$ cat src/rtl/ahb_sram_pkg.sv
// ahb_sram_pkg: shared encodings and byte-enable helpers for the
// AHB-Lite to synchronous SRAM bridge.
package ahb_sram_pkg;

  localparam logic [1:0] HTRANS_IDLE   = 2'b00;
  localparam logic [1:0] HTRANS_BUSY   = 2'b01;
  localparam logic [1:0] HTRANS_NONSEQ = 2'b10;
  localparam logic [1:0] HTRANS_SEQ    = 2'b11;

  localparam logic [2:0] HSIZE_BYTE = 3'd0;
  localparam logic [2:0] HSIZE_HALF = 3'd1;
  localparam logic [2:0] HSIZE_WORD = 3'd2;

  typedef enum logic {
    ERR_OKAY,
    ERR_ERR1
  } err_state_t;

  // Little-endian lane enables; sizes above half are treated as word.
  function automatic logic [3:0] be_decode(
    input logic [2:0] size,
    input logic [1:0] a
  );
    logic [3:0] be;
    be = 4'hf;
    unique case (1'b1)
      (size == HSIZE_BYTE): be = 4'b0001 << a;
      (size == HSIZE_HALF): be = a[1] ? 4'b1100 : 4'b0011;
      default:              be = 4'hf;
    endcase
    return be;
  endfunction

  function automatic logic misaligned(
    input logic [2:0] size,
    input logic [1:0] a
  );
    logic m;
    m = 1'b0;
    unique case (1'b1)
      (size == HSIZE_BYTE): m = 1'b0;
      (size == HSIZE_HALF): m = a[0];
      default:              m = (a != 2'b00);
    endcase
    return m;
  endfunction

endpackage

$ cat src/rtl/ahb_sram_wbuf.sv
// ahb_sram_wbuf: one-entry write buffer; commits to SRAM when no read
// owns the port and merges buffered bytes into read data per lane.
import ahb_sram_pkg::*;

module ahb_sram_wbuf #(
  parameter int AW = 12
) (
  input  logic          clk,
  input  logic          rst_n,
  input  logic          cap,
  input  logic [AW-1:0] cap_addr,
  input  logic [3:0]    cap_be,
  input  logic [31:0]   cap_data,
  input  logic          hold,
  input  logic [AW-1:0] rd_addr,
  input  logic [31:0]   sram_rdata,
  output logic          commit,
  output logic [AW-1:0] buf_addr,
  output logic [3:0]    buf_be,
  output logic [31:0]   buf_data,
  output logic [31:0]   fwd_data
);

  logic vld;
  logic hit;

  always_ff @(posedge clk or negedge rst_n) begin
    if (!rst_n) begin
      vld      <= 1'b0;
      buf_addr <= '0;
      buf_be   <= '0;
      buf_data <= '0;
    end else if (cap) begin
      // A capture may coincide with a commit of the old entry.
      vld      <= 1'b1;
      buf_addr <= cap_addr;
      buf_be   <= cap_be;
      buf_data <= cap_data;
    end else if (commit) begin
      vld <= 1'b0;
    end
  end

  assign commit = vld & ~hold;
  assign hit    = vld & (buf_addr == rd_addr);

  always_comb begin
    fwd_data = sram_rdata;
    for (int i = 0; i < 4; i++) begin
      if (hit && buf_be[i]) begin
        fwd_data[8*i +: 8] = buf_data[8*i +: 8];
      end
    end
  end

endmodule

$ cat src/rtl/ahb_sram_bridge.sv
// ahb_sram_bridge: zero-wait AHB-Lite slave onto single-port SRAM.
// Optional AHB_SRAM_ERR_EN: two-cycle ERROR on unaligned transfers.
import ahb_sram_pkg::*;

module ahb_sram_bridge #(
  parameter int AW = 12
) (
  input  logic          HCLK,
  input  logic          HRESETn,
  input  logic          HSEL,
  input  logic [31:0]   HADDR,
  input  logic [1:0]    HTRANS,
  input  logic [2:0]    HSIZE,
  input  logic          HWRITE,
  input  logic [31:0]   HWDATA,
  input  logic          HREADY,
  output logic          HREADYOUT,
  output logic [31:0]   HRDATA,
  output logic          HRESP,
  output logic [AW-1:0] SRAMADDR,
  output logic          SRAMCS,
  output logic [3:0]    SRAMWEN,
  output logic [31:0]   SRAMWDATA,
  input  logic [31:0]   SRAMRDATA
);

  logic          accept;
  logic          err_ap;
  logic          rd_ap;
  logic          wr_ap;
  logic          cap;
  logic [AW-1:0] haddr_w;
  logic [3:0]    hbe;

  logic          pend;
  logic [AW-1:0] pend_addr;
  logic [3:0]    pend_be;
  logic          rd_dp;
  logic [AW-1:0] rd_addr;

  logic          commit;
  logic [AW-1:0] buf_addr;
  logic [3:0]    buf_be;
  logic [31:0]   buf_data;
  logic [31:0]   fwd_data;

  logic          unused;

  assign accept  = HSEL & HTRANS[1] & HREADY;
  assign haddr_w = HADDR[AW+1:2];
  assign hbe     = be_decode(HSIZE, HADDR[1:0]);
  assign rd_ap   = accept & ~HWRITE & ~err_ap;
  assign wr_ap   = accept & HWRITE & ~err_ap;
  assign cap     = pend & HREADY;
  assign unused  = ^{HADDR[31:AW+2], HTRANS[0]};

`ifdef AHB_SRAM_ERR_EN
  err_state_t state;
  err_state_t state_nx;
  logic       err2;

  assign err_ap = accept & misaligned(HSIZE, HADDR[1:0]);

  always_ff @(posedge HCLK or negedge HRESETn) begin
    if (!HRESETn) begin
      state <= ERR_OKAY;
      err2  <= 1'b0;
    end else begin
      state <= state_nx;
      err2  <= (state == ERR_ERR1);
    end
  end

  always_comb begin
    state_nx = state;
    unique case (state)
      ERR_OKAY: if (err_ap) state_nx = ERR_ERR1;
      ERR_ERR1: state_nx = ERR_OKAY;
      default:  state_nx = ERR_OKAY;
    endcase
  end

  // Second error cycle is flagged by err2 after ERR1 drops.
  always_comb begin
    HREADYOUT = 1'b1;
    HRESP     = err2;
    if (state == ERR_ERR1) begin
      HREADYOUT = 1'b0;
      HRESP     = 1'b1;
    end
  end
`else
  assign err_ap    = 1'b0;
  assign HREADYOUT = 1'b1;
  assign HRESP     = 1'b0;
`endif

  always_ff @(posedge HCLK or negedge HRESETn) begin
    if (!HRESETn) begin
      pend      <= 1'b0;
      pend_addr <= '0;
      pend_be   <= '0;
      rd_dp     <= 1'b0;
      rd_addr   <= '0;
    end else if (HREADY) begin
      pend  <= wr_ap;
      rd_dp <= rd_ap;
      if (wr_ap) begin
        pend_addr <= haddr_w;
        pend_be   <= hbe;
      end
      if (rd_ap) begin
        rd_addr <= haddr_w;
      end
    end
  end

  ahb_sram_wbuf #(
    .AW(AW)
  ) u_wbuf (
    .clk       (HCLK),
    .rst_n     (HRESETn),
    .cap       (cap),
    .cap_addr  (pend_addr),
    .cap_be    (pend_be),
    .cap_data  (HWDATA),
    .hold      (rd_ap),
    .rd_addr   (rd_addr),
    .sram_rdata(SRAMRDATA),
    .commit    (commit),
    .buf_addr  (buf_addr),
    .buf_be    (buf_be),
    .buf_data  (buf_data),
    .fwd_data  (fwd_data)
  );

  // Reads own the port; the buffer drains on any other cycle.
  assign SRAMCS    = rd_ap | commit;
  assign SRAMADDR  = rd_ap ? haddr_w : buf_addr;
  assign SRAMWEN   = commit ? buf_be : 4'h0;
  assign SRAMWDATA = buf_data;
  assign HRDATA    = rd_dp ? fwd_data : 32'h0;

endmodule

$ cat config.mk
export PLATFORM = sky130hd
export DESIGN_NAME = ahb_sram_bridge
export DESIGN_NICKNAME = d
export VERILOG_FILES = /design/src/rtl/ahb_sram_pkg.sv /design/src/rtl/ahb_sram_wbuf.sv /design/src/rtl/ahb_sram_bridge.sv
export SDC_FILE = /design/constraint.sdc
export NUM_CORES = 1
export LEC_CHECK = 0
export ABC_AREA = 1
export CAP_MARGIN = 40
export CORE_ASPECT_RATIO = 0.5
export CORE_UTILIZATION = 43
export DETAILED_ROUTE_END_ITERATION = 10
export PLACE_DENSITY = 0.81
export SLEW_MARGIN = 0
export SYNTH_ARGS = -nofsm -noshare
export SYNTH_HDL_FRONTEND = slang
export SYNTH_SLANG_ARGS = --single-unit
$ cat constraint.sdc
create_clock -name HCLK -period 1.73 [get_ports HCLK]
set_input_delay 0.346 -clock HCLK [delete_from_list [all_inputs] [get_ports HCLK]]
set_output_delay 0.346 -clock HCLK [all_outputs]
set_load 0.05 [all_outputs]
Word-level counts from Yosys, hierarchy flattened
Cells that the tools add are included.
{"block": "totals", "regBits": 79, "input_bits": 106, "out_inout_bits": 83, "word_cells": 41}
{"block": "classes", "eq_ne": 2, "shifts": 1, "muxes": 11, "bitwise_logic": 10, "reduce_logical": 8}
{"op": "two-way mux 32 bit", "n": 1}
{"op": "two-way mux 8 bit", "n": 4}
{"op": "equality test 12 bit", "n": 1}
{"op": "two-way mux 12 bit", "n": 1}
{"op": "two-way mux 4 bit", "n": 2}
{"op": "one-hot mux 4 bit (2 select lines)", "n": 1}
{"op": "bitwise AND 1 bit", "n": 7}
{"op": "logical AND 1 bit", "n": 4}
{"op": "AND reduction 2 bit", "n": 2}
{"op": "<< shifter 1 x 2 -> 4 bit, first input constant", "n": 1}
{"op": "equality test 3 x 1 -> 1 bit, second input constant", "n": 1}
{"op": "zero test 3 bit", "n": 1}
{"op": "two-way mux 1 bit", "n": 2}
{"op": "NOT 1 bit", "n": 2}
{"op": "nonzero test 2 bit", "n": 1}
{"op": "OR 1 bit", "n": 1}

Logic depth before layout (Yosys ltp)
{"block": "logic_depth", "word_depth": 7, "depth_mapped": 10, "depth_no_buf": 10}

Hierarchy
From an unflattened synthesis, not the netlist that was laid out.
{"block": "unflattened", "hier_cells": 620, "area_unflattened_um2": 4416.7}
{"module": "ahb_sram_wbuf", "instances": 1, "cells_each": 370, "area_each_um2": 2757.6, "seq_area_each_um2": 1226.2}
{"module": "ahb_sram_bridge", "instances": 1, "cells_each": 250, "area_each_um2": 1659.1, "seq_area_each_um2": 750.7}

Worst setup path before layout
OpenSTA, ideal clock, no wires.
{"block": "synth_path", "kind": "register to output", "startpoint": "reg u_wbuf.buf_addr[0]", "endpoint": "out HRDATA[0]", "arrival_time_ns": 1.800, "required_time_ns": 1.384, "slack_ns": -0.416, "stages_incl_launch_ff": 10, "path_buffers": 0, "path_cell_list": "dfrtp_1 -> inv_1 -> nor2_1 -> nor2_1 -> nand2_2 -> nor2_8 -> nand3_4 -> nand2_1 -> inv_1 -> nor2_1"}
{"block": "synth_between", "elab_chain_len": 5}
{"item": "start: declaration", "line_no": "ahb_sram_wbuf.sv:18", "rtl": "output logic [AW-1:0] buf_addr,"}
{"item": "start signal: assignment", "line_no": "ahb_sram_wbuf.sv:36", "rtl": "buf_addr <= cap_addr;"}
{"item": "equality test 12 bit", "line_no": "ahb_sram_wbuf.sv:45", "rtl": "assign hit = vld & (buf_addr == rd_addr);"}
{"item": "bitwise AND 1 bit", "line_no": "ahb_sram_wbuf.sv:45"}
{"item": "logical AND 1 bit", "line_no": "ahb_sram_wbuf.sv:50", "rtl": "if (hit && buf_be[i]) begin"}
{"item": "two-way mux 8 bit", "line_no": "ahb_sram_wbuf.sv:50"}
{"item": "two-way mux 32 bit", "line_no": "ahb_sram_bridge.sv:142", "rtl": "assign HRDATA = rd_dp ? fwd_data : 32'h0;"}
{"item": "end: declaration", "line_no": "ahb_sram_bridge.sv:18", "rtl": "output logic [31:0] HRDATA,"}
Every way passes these cells.

Final worst setup path
{"block": "layout_path", "startpoint": "reg u_wbuf.buf_addr[10]", "endpoint": "out HRDATA[12]"}
The elaborated chain is that of the path after synthesis.

==> summary.md <==
The met2 track demand over resource in global routing came out at 0.543. Routed via count: 4775. The capture point of the worst reg-to-reg path was u_wbuf.buf_data[15]$_DFFE_PN0P_. Hold path endpoint: rd_dp$_DFFE_PN0P_. The number of buffers and inverters on the critical path is 4. In this run the cell area of the synthesized design comes to 4370 µm². The largest single stage delay on the critical path is 0.40 ns.

The number of global-route vias before repair was 4712; the mean instance size in the synthesized netlist was 7.05 µm². Dividing total power by cell area gives a power density of 1080 nW/µm². The number of buffers inserted during clock tree synthesis was 9. The analysis attributes to cell leakage a power of 3.87 nW.

In this run the worst hold path is classified as in -> reg. The tree is rooted in a sky130_fd_sc_hd__clkbuf_16. The total power of the final layout was 8.54 mW; the global router's overall resource usage was 0.288. Traced cell by cell, the critical path runs through inv_2 > nand2_1 > nand2_1 > nor2_2 > nand2_2 > nor2_8 > buf_12 > nand3_4 > nand2_2 > inv_2 > nor2_4 > buf_12. After detailed routing, the average wire length per cell comes to 15.3 µm. Setup repair after global routing could not meet its margin everywhere.

The floorplan has 25 rows. The number of placed instances, taps included, is 931. In this run the number of H-tree levels came out at 3. The length in cells of the worst reg-to-reg path works out to 4.

Relative to the synthesized area, the layout overhead comes to 81.4%. The first detailed-routing pass ran for 5 iterations. Between clock sinks in the finished design, the worst skew comes to 0.00644 ns. The maximum fanout count along the critical path is 8, and the count of yosys warnings during synthesis is 0.

The fraction of post-synthesis cell area in the top cell type by area is 0.452, and the final setup violation count is 32. The die outline width was 145 µm. Summed over all instances, the cell type with the most area after synthesis is sky130_fd_sc_hd__dfrtp_1. After detailed routing, the number of vias per cell comes to 4.91. The worst register-to-register path has a setup slack of 0.64 ns. The final antenna-violating net count is 0. After the last flow step, the layout net total stands at 938.

The flow ran to the end, but the final reports show violations. Number of nets in the synthesized netlist: 726. Entering global routing, the biggest net connects 63 pins. The critical path is of the reg -> out type. Synthesis inferred 79 register bits.

Buffers placed on the I/O ports in this run total 167. The run gives 79 as the count of clock tree sinks. Among all stages on the critical path, the largest delay is contributed by sky130_fd_sc_hd__dfrtp_1. The portion of the post-synthesis area used by sequential elements was 0.452.

The final weighted congestion in routability-driven placement came out at 0.802. After technology mapping, the gate count stands at 620. The run gives 0.34 ns as the insertion delay to the later sink of the worst-skew pair. The worst slew slack as a fraction of its limit is 0.655, and the minimum period implied by the final worst setup slack is 2.42 ns. At the worst endpoint, the arrival time is 2.08 ns. The number of primary I/O pins came out at 189.

After detailed routing, the number of remaining DRC violations is 0. The final reports fail on setup timing. The initial antenna violation count came out at 0. The first-iteration detailed-routing DRC count is 286, and the number of diodes is 0. The clock passes through at most 2 buffers. The fraction of final layout cells with drive strength greater than 1 was 0.361; the global-route wire length before repair was 22900 µm. The most heavily used metal layer in global routing is met2. Critical path's top delay family: simple AND/OR/NAND/NOR gates. By area the synthesized netlist is led by sky130_fd_sc_hd__dfrtp_1, sky130_fd_sc_hd__nand2_1, sky130_fd_sc_hd__inv_1.

The ratio of final minimum period to clock period is 1.40, and the slew at the pin closest to its max-slew limit is 0.517 ns. The number of hold-slack violations in the final timing report was 0. The die covers 10600 µm². The required time reported for the critical path endpoint is 1.38 ns. The worst setup path is launched from a flop.

Number of max-slew violations in the final report: 0. Number of cells on the worst hold path: 3. TritonCTS built the clock tree. Clock-pin slew was measured on the worst setup and hold paths at 0.06 ns. Global-route track usage on met3: 0.0554. Measured along the y axis, the die boundary spans 73.3 µm.

Worst vdd rail ir drop: 747 µV. For the global routing usage on met1, the log shows 0.318. The startpoint identified for the worst hold timing path is HREADY. The initial cell density of the core is 0.452, and the number of maximum-capacitance constraint violations is 0. The tools report the final worst setup slack as -0.691 ns.

The run gives 972 as the non-filler instance count after layout. The total overflow left after global routing is 0. For this run, the top clock speed supported by timing is 413 MHz. After legalization and detailed placement, the total HPWL measured 9160 µm.

Launch point of the critical path: u_wbuf.buf_addr[10]$_DFFE_PN0P_. The worst register-to-register path begins at pend$_DFFE_PN0P_. For the sum of routed wire length over all layers, the log shows 14800 µm.

Type of element capturing the critical path: a primary output. After floorplanning, the core was sized to cover 9670 µm². The count of distinct cell types in the synthesized netlist was 20.
how the worst max path moves through the flow:
stage / cells past startpoint / endpoint
3_3_place_gp: 7 / SRAMADDR[0]
5_1_grt: 12 / HRDATA[12]
4_1_cts: 12 / HRDATA[8]
2_1_floorplan: 4 / SRAMADDR[0]
6_report: 12 / HRDATA[12]
3_5_place_dp: 7 / SRAMADDR[0]
where the power goes:
group          total (mW)  internal, mW  switching, mW
clock                1.95          1.17          0.781
combinational        3.93          1.60           2.33
sequential           2.65          2.30          0.353
total                8.54          5.08           3.46
worst register-to-register path, stage by stage, from the launching register on:
cell and delay (ns):
sky130_fd_sc_hd__dfrtp_1 0.39, sky130_fd_sc_hd__nand2_2 0.11, sky130_fd_sc_hd__buf_12 0.25, sky130_fd_sc_hd__nor2_1 0.09, sky130_fd_sc_hd__a21oi_1 0.15
repair_timing:
action / in CTS / in global routing
gates resized for setup: 103 / 33
hold endpoints to repair: 12 / 0
hold buffers: 1 / 0
gates cloned: 5 / 2
setup endpoints to repair: 49 / 47
pin swaps: 13 / 19
buffers inserted: 14 / 5
per-stage QoR:
step	hold slack, ns	worst slack, ns	util	cell area [µm²]	setup TNS (ns)
2_1_floorplan	0.0504	-0.376	-	4610	-5.58
3_3_place_gp	0.350	-0.317	0.729	7050	-11.29
3_5_place_dp	0.356	-0.343	0.729	7050	-13.39
4_1_cts	0.358	-0.649	0.806	7790	-19.58
5_1_grt	0.362	-0.782	0.820	7930	-23.99
6_report	0.370	-0.691	0.820	7930	-21.13
area by class of cell:
class	count	area, µm²
fill	569	1740
tap	135	169
inverter	138	518
clock buffer	11	243
timing repair buffer	233	2820
multi-input combinational	371	2130
clock inverter	5	63.8
sequential	79	1980
layer usage:
layer,part of all wire,routed length [µm]
met5,0,0
met4,0.035,524
met3,0.051,756
met2,0.52,7730
met1,0.39,5830
sequential cells by signal (all words and copies together) (netlist names):
signal / count
rd_dp: 1
pend_addr: 12
u_wbuf.buf_addr: 12
u_wbuf.buf_data: 32
rd_addr: 12
u_wbuf.vld: 1
pend: 1
u_wbuf.buf_be: 4
pend_be: 4
Yosys cell counts, drive strengths merged:
cell      n
buf      20
nand4    34
nand2   154
o21ai    46
inv     138
nor2     89
dfrtp    79
nand3     5
conb      2
clkbuf   12
a21oi    41
cell families (layout without fill, tap and decap cells):
family                 Yosys count  count (layout)  share of synthesized area
AOI/OAI and AO/OA               87              87                     0.0997
other                            2               2                    0.00172
and+or+nand+nor                282             282                      0.286
DFF                             79              79                      0.452
buffers and inverters          170             387                      0.160
layout by cell type (no fill, tap or decap), types with 33 or more instances in the layout:
cell type / synthesis / layout
sky130_fd_sc_hd__nand2_1: 152 / 119
sky130_fd_sc_hd__inv_1: 133 / 98
sky130_fd_sc_hd__clkdlybuf4s50_1: 0 / 81
sky130_fd_sc_hd__buf_4: 2 / 79
sky130_fd_sc_hd__dfrtp_1: 79 / 75
sky130_fd_sc_hd__buf_12: 0 / 57
sky130_fd_sc_hd__nor2_1: 85 / 50
sky130_fd_sc_hd__a21oi_1: 41 / 41
sky130_fd_sc_hd__inv_2: 5 / 40
sky130_fd_sc_hd__nand2_2: 2 / 33
sky130_fd_sc_hd__nand4_1: 33 / 33
Note: power is estimated with default switching activity, not from simulation.
